## src/rtl/param_reg_file.sv

```systemverilog
// Parameterised register file: r0 hardwired to zero, optional write
// forwarding, and a sequential clear engine that sweeps r1..rDEPTH-1.
module param_reg_file #(
  parameter int WIDTH  = 16,
  parameter int DEPTH  = 4,
  parameter bit BYPASS = 1'b1
) (
  input  logic                     clock,
  input  logic                     resetn,
  input  logic [$clog2(DEPTH)-1:0] rr1,
  input  logic [$clog2(DEPTH)-1:0] rr2,
  input  logic [$clog2(DEPTH)-1:0] wr,
  input  logic [WIDTH-1:0]         wd,
  input  logic                     regwrite,
  input  logic                     clr_req,
  output logic [WIDTH-1:0]         rd1,
  output logic [WIDTH-1:0]         rd2,
  output logic                     busy,
  output logic                     clr_done
);

  localparam int AW = $clog2(DEPTH);
  localparam logic [AW-1:0] LAST = AW'(DEPTH - 1);

  typedef enum logic [1:0] {
    IDLE,
    CLEAR,
    DONE
  } state_t;

  state_t         state;
  state_t         state_nx;
  logic [AW-1:0]  idx;
  logic [AW-1:0]  idx_nx;
  logic           clr_we;
  logic           we;
  logic           fwd1;
  logic           fwd2;
  logic [WIDTH-1:0] regs [DEPTH];

  always_comb begin
    state_nx = state;
    idx_nx   = idx;
    busy     = 1'b0;
    clr_done = 1'b0;
    clr_we   = 1'b0;
    unique case (state)
      IDLE: begin
        if (clr_req) begin
          state_nx = CLEAR;
          idx_nx   = AW'(1);
        end
      end
      CLEAR: begin
        busy   = 1'b1;
        clr_we = 1'b1;
        // Stop on the last index rather than relying on wrap-around.
        if (idx == LAST) begin
          state_nx = DONE;
        end else begin
          idx_nx = idx + AW'(1);
        end
      end
      DONE: begin
        clr_done = 1'b1;
        state_nx = IDLE;
      end
      default: begin
        state_nx = IDLE;
      end
    endcase
  end

  always_ff @(posedge clock or negedge resetn) begin
    if (!resetn) begin
      state <= IDLE;
      idx   <= '0;
    end else begin
      state <= state_nx;
      idx   <= idx_nx;
    end
  end

  assign we = regwrite && !busy && (wr != '0);

  always_ff @(posedge clock or negedge resetn) begin
    if (!resetn) begin
      for (int i = 0; i < DEPTH; i++) begin
        regs[i] <= '0;
      end
    end else begin
      if (we) begin
        regs[wr] <= wd;
      end
      if (clr_we) begin
        regs[idx] <= '0;
      end
    end
  end

  assign fwd1 = BYPASS && we && (rr1 == wr);
  assign fwd2 = BYPASS && we && (rr2 == wr);

  // Forced to zero under reset so a pending bypass cannot leak out.
  always_comb begin
    rd1 = regs[rr1];
    rd2 = regs[rr2];
    if (fwd1) begin
      rd1 = wd;
    end
    if (fwd2) begin
      rd2 = wd;
    end
    if (!resetn) begin
      rd1 = '0;
      rd2 = '0;
    end
  end

endmodule
```

## config.mk

```make
export PLATFORM = sky130hd
export DESIGN_NAME = param_reg_file
export DESIGN_NICKNAME = d
export VERILOG_FILES = /design/src/rtl/param_reg_file.sv
export SDC_FILE = /design/constraint.sdc
export NUM_CORES = 1
export LEC_CHECK = 0
export CORE_MARGIN = 5
export CORE_UTILIZATION = 45
export DETAILED_ROUTE_END_ITERATION = 10
export HOLD_SLACK_MARGIN = 0.1
export PLACE_DENSITY = 0.7
export SLEW_MARGIN = 20
export SYNTH_ARGS = -nofsm -noshare
export SYNTH_HDL_FRONTEND = slang
export SYNTH_SLANG_ARGS = --single-unit
```

## constraint.sdc

```tcl
create_clock -name clock -period 1.7 [get_ports clock]
set_input_delay 0.425 -clock clock [delete_from_list [all_inputs] [get_ports clock]]
set_output_delay 0.425 -clock clock [all_outputs]
set_load 0.005 [all_outputs]
```

==> impl_metrics.env, run 1 <==
export IMPL_die_height_um=109
export IMPL_dr_pass1_iters=6
export IMPL_power_frac_clock_pct=15.8
export IMPL_netSwitchingPower_uw=3020
export IMPL_viasPerCell=5.90
export IMPL_worst_slew_pin_slew_ns=0.261
export IMPL_holdCritPathClass="in2async"
export IMPL_finClkSkew_ns=0.00610
export IMPL_synth_warnings=0
export IMPL_p_seq_share_pct=33.0
export IMPL_crit_arrival_ns=1.71
export IMPL_grt_max_degree=35
export IMPL_critPathMaxFanout=6
export IMPL_setup_worst_path_end_class="output port"
export IMPL_path_class="reg2out"
export IMPL_powerDensity_nw_per_um2=1230
export IMPL_grt_pass1_wl_mm=22.8
export IMPL_synth_edf_count=0
export IMPL_setup_tns_ns=-12.44
export IMPL_post_route_cells_drive_above_1_share_pct=50.9
export IMPL_grt_remaining_overflow=0
export IMPL_rr_endpoint="regs[19]"
export IMPL_slew_violations=0
export IMPL_cts_inserted_buffers=9
export IMPL_drc=0
export IMPL_vias=4003
export IMPL_post_route_period_util_pct=126
export IMPL_postLayoutSetupSlackWorst_ns=-0.439
export IMPL_ant_nets=0
export IMPL_netlist_instances=399
export IMPL_clk_pin_slew_worst_paths_ns=0.07
export IMPL_synth_area_um2=4390
export IMPL_drv_cap=0
export IMPL_met2WireLength_mm=7.41
export IMPL_ir_worst_vdd_mv=0.826
export IMPL_fin_crit_ns=2.14
export IMPL_drt_met1_wl_mm=5.80
export IMPL_p_sw_share_pct=37.6
export IMPL_clockBufferDepth=2
export IMPL_post_drt_wl_per_cell_um=21.5
export IMPL_first_global_vias=4257
export IMPL_ys_seq_area_share_pct=38.7
export IMPL_routed_wl_mm=14.6
export IMPL_fin_util_pct=67.6
export IMPL_gp_congestion=0.867
export IMPL_antennaDiodeCount=0
export IMPL_die_x_um=109
export IMPL_place_detailed_hpwl_mm=8.91
export IMPL_outcome="complete, but fails checks"
export IMPL_ys_ff_latch=68
export IMPL_port_buffers=59
export IMPL_rows=36
export IMPL_grt_setup_unrepaired="true"
export IMPL_clk_latency_ns=0.34
export IMPL_dr_max_layer_used="met4"
export IMPL_final_hold_viol_count=0
export IMPL_synth_avg_cell_area_um2=11.0
export IMPL_cp_data_required_time_ns=1.27
export IMPL_antenna_found_initial=0
export IMPL_tritoncts="yes"
export IMPL_nNetsFinal=571
export IMPL_rr_worst_depth=9
export IMPL_synth_cell_types=31
export IMPL_p_comb_share_pct=51.2
export IMPL_track_usage_pct=25.9
export IMPL_r2r_start="state[1]"
export IMPL_setup_viol=41
export IMPL_synth_main_ff_cell="dfrtp_1"
export IMPL_core_area_um2=9640
export IMPL_clock_sinks=68
export IMPL_dieArea_um2=11800
export IMPL_fillers=694
export IMPL_cts_root_buf="clkbuf_8"
export IMPL_wl_met3_mm=1.01
export IMPL_internal_power_uw=5010
export IMPL_r2r_slack_ns=-0.03
export IMPL_async_flop_share_pct=100
export IMPL_drt_iter0_markers=358
export IMPL_syn_num_nets=429
export IMPL_h_tree_depth=3
export IMPL_fmax_mhz=468
export IMPL_design_portCount=60
export IMPL_violations="negative setup slack"
export IMPL_syn_to_final_growth_pct=48.2
export IMPL_relSlewSlack_pct=82.4
export IMPL_cp_start_kind="flop"
export IMPL_p_leak_uw=0.00303
export IMPL_start_util_pct=45.6
==> per-layer routing <==
metal	global-route usage, %	vias up
met5	0	-
met1	33.2	2048
li1	-	1723
met4	13.7	0
met2	42.2	200
met3	4.26	32
==> worst max path at each step <==
stage,start,endpoint,slack [ns],cells past startpoint
3_3_place_gp,rr2[0],rd2[8],-1.19,8
5_1_grt,state[1],rd1[1],-0.50,7
2_1_floorplan,rr2[0],rd2[14],-0.05,5
4_1_cts,wr[0],rd2[5],-0.41,10
3_5_place_dp,rr2[0],rd2[6],-1.18,8
6_report,state[1],rd2[3],-0.44,7
==> state kept, by name, indices dropped and copies added (netlist names) <==
signal,count
state,2
regs,64
idx,2
==> logic make-up after synthesis <==
kind of cell    synth area share [%]
compound gates                  12.8
xor+xnor                        1.48
fa+ha+maj                       1.14
buf+inv                         7.66
flops                           38.7
mux                             23.7
simple gates                    14.5
==> what timing repair did <==
| action | CTS | global route |
|---|---|---|
| gates resized for setup | 240 | 41 |
| pin swaps | 52 | 34 |
| hold buffers | 2 | 0 |
| endpoints found under the setup margin | 34 | 47 |
| gates cloned | 6 | 0 |
| endpoints found under the hold margin | 4 | 0 |
| buffers inserted | 27 | 4 |
==> synth_stat cells, types with 3 or more instances <==
library cell | n | area [um2]
nand2b_1 | 3 | 18.8
buf_2 | 14 | 70.1
buf_4 | 4 | 30.0
ha_1 | 4 | 50.1
nand2_1 | 34 | 128
a21boi_1 | 32 | 240
clkbuf_1 | 5 | 18.8
mux2i_1 | 32 | 320
and2_1 | 21 | 131
nor2_1 | 34 | 128
a21oi_1 | 8 | 40.0
a21oi_2 | 10 | 87.6
o21ai_0 | 31 | 155
nand3_1 | 32 | 160
mux4_2 | 32 | 721
dfrtp_1 | 68 | 1700
xnor2_2 | 4 | 65.1
buf_6 | 13 | 146
==> power groups by stage <==
| stage | sequential (uW) | clock, uW | combinational (uW) |
|---|---|---|---|
| finish | 2650 | 1270 | 4110 |
| global route | 2730 | 1350 | 4400 |
| CTS | 2620 | 1280 | 3840 |
| detailed placement | 2640 | 0 | 3370 |
| global placement | 2590 | 0 | 3280 |
| floorplan | 2500 | 0 | 2010 |
==> layout by cell type (no fill, tap or decap), types with 10 or more instances in the layout <==
master / n
dfrtp_1: 68
buf_2: 37
nor2_1: 34
buf_6: 21
a21boi_2: 11
clkdlybuf4s50_1: 17
nand3_2: 19
clkbuf_8: 12
buf_12: 23
mux2i_1: 31
and2_1: 19
nand3_1: 13
nand2_1: 34
buf_4: 61
a21oi_2: 10
o21ai_2: 18
a21boi_1: 21
mux4_2: 32
==> critical path, cell delays in order, from the launching register on <==
cell and delay [ns]:
dfrtp_1 0.38, nand2b_4 0.18, o211ai_4 0.13, buf_6 0.17, buf_8 0.14, o21ai_2 0.06
a21boi_1 0.16, buf_2 0.14
==> layout make-up <==
class | count | area (um2) | share of cell area, %
Clock buffer | 12 | 165 | 2.54
Clock inverter | 4 | 22.5 | 0.346
Inverter | 3 | 11.3 | 0.173
Multi-Input combinational cell | 288 | 2710 | 41.7
Sequential cell | 68 | 1700 | 26.1
Tap cell | 133 | 166 | 2.56
Timing Repair Buffer | 171 | 1730 | 26.6
==> through the flow <==
stage               setup WS [ns]  instance area, um2  power (uW)  hold slack, ns  instances
floorplan                 -0.0475                4490        4510           0.129        399
global placement            -1.19                5670        5880           0.354        628
detailed placement          -1.18                5670        6020           0.352        628
CTS                        -0.414                6420        7740           0.119        679
global route               -0.500                6510        8470           0.130        679
finish                     -0.439                6510        8030           0.124        679
Power figures use the tool's default switching activity.
==> run 2, diff against run 1 <==
--- a/config.mk
+++ b/config.mk
@@ -10,6 +10,7 @@
 export DETAILED_ROUTE_END_ITERATION = 10
 export HOLD_SLACK_MARGIN = 0.1
 export PLACE_DENSITY = 0.7
+export RECOVER_POWER = 25
 export SLEW_MARGIN = 20
 export SYNTH_ARGS = -nofsm -noshare
 export SYNTH_HDL_FRONTEND = slang
==> run 2 against run 1 <==
The run still ends with negative setup slack left. First-iteration DRC count decreased by 2.5%. Total power is essentially flat. Combinational power is essentially flat. Sequential cell count unchanged. Die area unchanged.
==> impl_metrics.env, run 2 (synthesis gave the netlist of run 1 again) <==
export IMPL_place_ws_ns=-1.18
export IMPL_cts_root_buf="clkbuf_8"
export IMPL_tritoncts="yes"
export IMPL_fmax_mhz=468
export IMPL_final_common_cell="dfrtp_1"
export IMPL_grt_pass1_wl_mm=22.8
export IMPL_rr_endpoint="regs[19]"
export IMPL_core_area_um2=9640
export IMPL_final_cell_mix="dfrtp_1, buf_4, buf_2, nand2_1, nor2_1"
export IMPL_placedCellCount=628
export IMPL_holdCritPathClass="in2async"
export IMPL_crit_arrival_ns=1.71
export IMPL_antenna_found_initial=0
export IMPL_top_register="regs"
export IMPL_violations="negative setup slack"
export IMPL_final_cells=679
export IMPL_design_portCount=60
export IMPL_post_route_cells_drive_above_1_share_pct=49.6
export IMPL_rows=36
export IMPL_drt_iter0_markers=349
export IMPL_cts_inserted_buffers=9
export IMPL_powerDensity_nw_per_um2=1240
export IMPL_fin_crit_ns=2.14
export IMPL_clockBufferDepth=2
export IMPL_start_util_pct=45.6
export IMPL_place_detailed_hpwl_mm=8.91
export IMPL_fin_hold_ws_ns=0.284
export IMPL_critPathMaxFanout=6
export IMPL_path_class="reg2out"
export IMPL_clk_latency_ns=0.34
export IMPL_multi_input_area_um2=2710
export IMPL_grt_setup_unrepaired="true"
export IMPL_ff_latch_area_um2=1700
export IMPL_nNetsFinal=571
export IMPL_worst_slew_pin_slew_ns=0.619
export IMPL_track_usage_pct=25.9
export IMPL_die_x_um=109
export IMPL_ant_nets=0
export IMPL_setup_viol=41
export IMPL_p_leak_uw=0.00300
export IMPL_rr_worst_depth=9
export IMPL_r2r_slack_ns=-0.03
export IMPL_drv_cap=0
export IMPL_gp_congestion=0.867
export IMPL_drc=0
export IMPL_postLayoutSetupSlackWorst_ns=-0.437
export IMPL_die_height_um=109
export IMPL_port_buffers=59
export IMPL_slew_violations=0
export IMPL_outcome="complete, but fails checks"
export IMPL_finalPower_uw=8030
export IMPL_grt_remaining_overflow=0
export IMPL_dr_pass1_iters=7
export IMPL_viasPerCell=5.89
export IMPL_h_tree_depth=3
export IMPL_fillers=707
export IMPL_top_regs="regs: 64 flops, idx: 2 flops, state: 2 flops"
export IMPL_vias=4002
export IMPL_post_drt_wl_per_cell_um=21.6
export IMPL_ir_worst_vdd_mv=0.827
export IMPL_syn_to_final_growth_pct=47.4
export IMPL_final_hold_viol_count=0
export IMPL_setup_worst_path_end_class="output port"
export IMPL_grt_max_degree=35
export IMPL_clk_pin_slew_worst_paths_ns=0.07
export IMPL_cp_start_kind="flop"
export IMPL_first_global_vias=4257
export IMPL_cp_data_required_time_ns=1.27
export IMPL_dieArea_um2=11800
export IMPL_r2r_start="state[1]"
export IMPL_finClkSkew_ns=0.00587
export IMPL_post_route_period_util_pct=126
export IMPL_antennaDiodeCount=0
export IMPL_clock_sinks=68
export IMPL_largest_reg_flops=64
export IMPL_routed_wl_mm=14.7
export IMPL_relSlewSlack_pct=58.7
==> run 2: cell count changes in the layout (fill, tap and decap cells not counted), sizes merged <==
cell	delta
buf	-7
clkbuf	+7
==> run 2: cell type report <==
type | instances | area share, %
clock buffer | 12 | 2.55
inverter | 3 | 0.174
sequential | 68 | 26.3
tap | 133 | 2.57
clock inverter | 4 | 0.348
multi-input combinational | 288 | 41.9
timing repair buffer | 171 | 26.2
==> run 2: where the power goes <==
| part | switching [uW] | internal [uW] |
|---|---|---|
| logic | 1940 | 2170 |
| clock network | 621 | 642 |
| registers | 473 | 2190 |
==> run 2: metrics by stage <==
| stage | TNS (ns) | instance area [um2] | utilization, % |
|---|---|---|---|
| after floorplan | -0.872 | 4490 | - |
| after global placement | -42.51 | 5670 | 58.8 |
| after detailed placement | -44.38 | 5670 | 58.8 |
| after CTS | -12.07 | 6420 | 66.6 |
| after global routing | -15.51 | 6470 | 67.2 |
| final | -12.42 | 6470 | 67.2 |
==> run 2: worst max path at each step <==
stage	startpoint	endpoint	cells past startpoint	slack, ns
2_1_floorplan	rr2[0]	rd2[14]	5	-0.05
3_3_place_gp	rr2[0]	rd2[8]	8	-1.19
3_5_place_dp	rr2[0]	rd2[6]	8	-1.18
4_1_cts	wr[0]	rd2[5]	10	-0.41
5_1_grt	state[1]	rd1[1]	7	-0.50
6_report	state[1]	rd1[1]	7	-0.44
==> run 2: repair_timing <==
| item | CTS | global route |
|---|---|---|
| cloned | 6 | 0 |
| setup buffers | 27 | 4 |
| pin swaps | 52 | 34 |
| hold endpoints to repair | 4 | 0 |
| endpoints found under the setup margin | 34 | 47 |
| hold buffers | 2 | 0 |
| gates resized for setup | 240 | 41 |
==> run 2: per-layer routing <==
metal / track usage [%] / wire length [um] / up-vias
li1: - / - / 1721
met1: 33.2 / 5810 / 2041
met2: 42.2 / 7420 / 204
met3: 4.26 / 1020 / 36
met4: 13.7 / 443 / 0
met5: 0 / 0 / -
==> run 2: critical path: stages, from the launching register on <==
cell and delay [ns]:
dfrtp_1 0.38, nand2b_4 0.18, o211ai_4 0.13, buf_6 0.17, buf_8 0.14, o21ai_2 0.06
a21boi_1 0.17, buf_2 0.14
==> run 3, diff against run 2 <==
--- a/config.mk
+++ b/config.mk
@@ -5,6 +5,7 @@
 export SDC_FILE = /design/constraint.sdc
 export NUM_CORES = 1
 export LEC_CHECK = 0
+export CAP_MARGIN = 0
 export CORE_MARGIN = 5
 export CORE_UTILIZATION = 45
 export DETAILED_ROUTE_END_ITERATION = 10
==> results of run 3 <==
Final layout, timing and power as in run 2 (identical DEF).
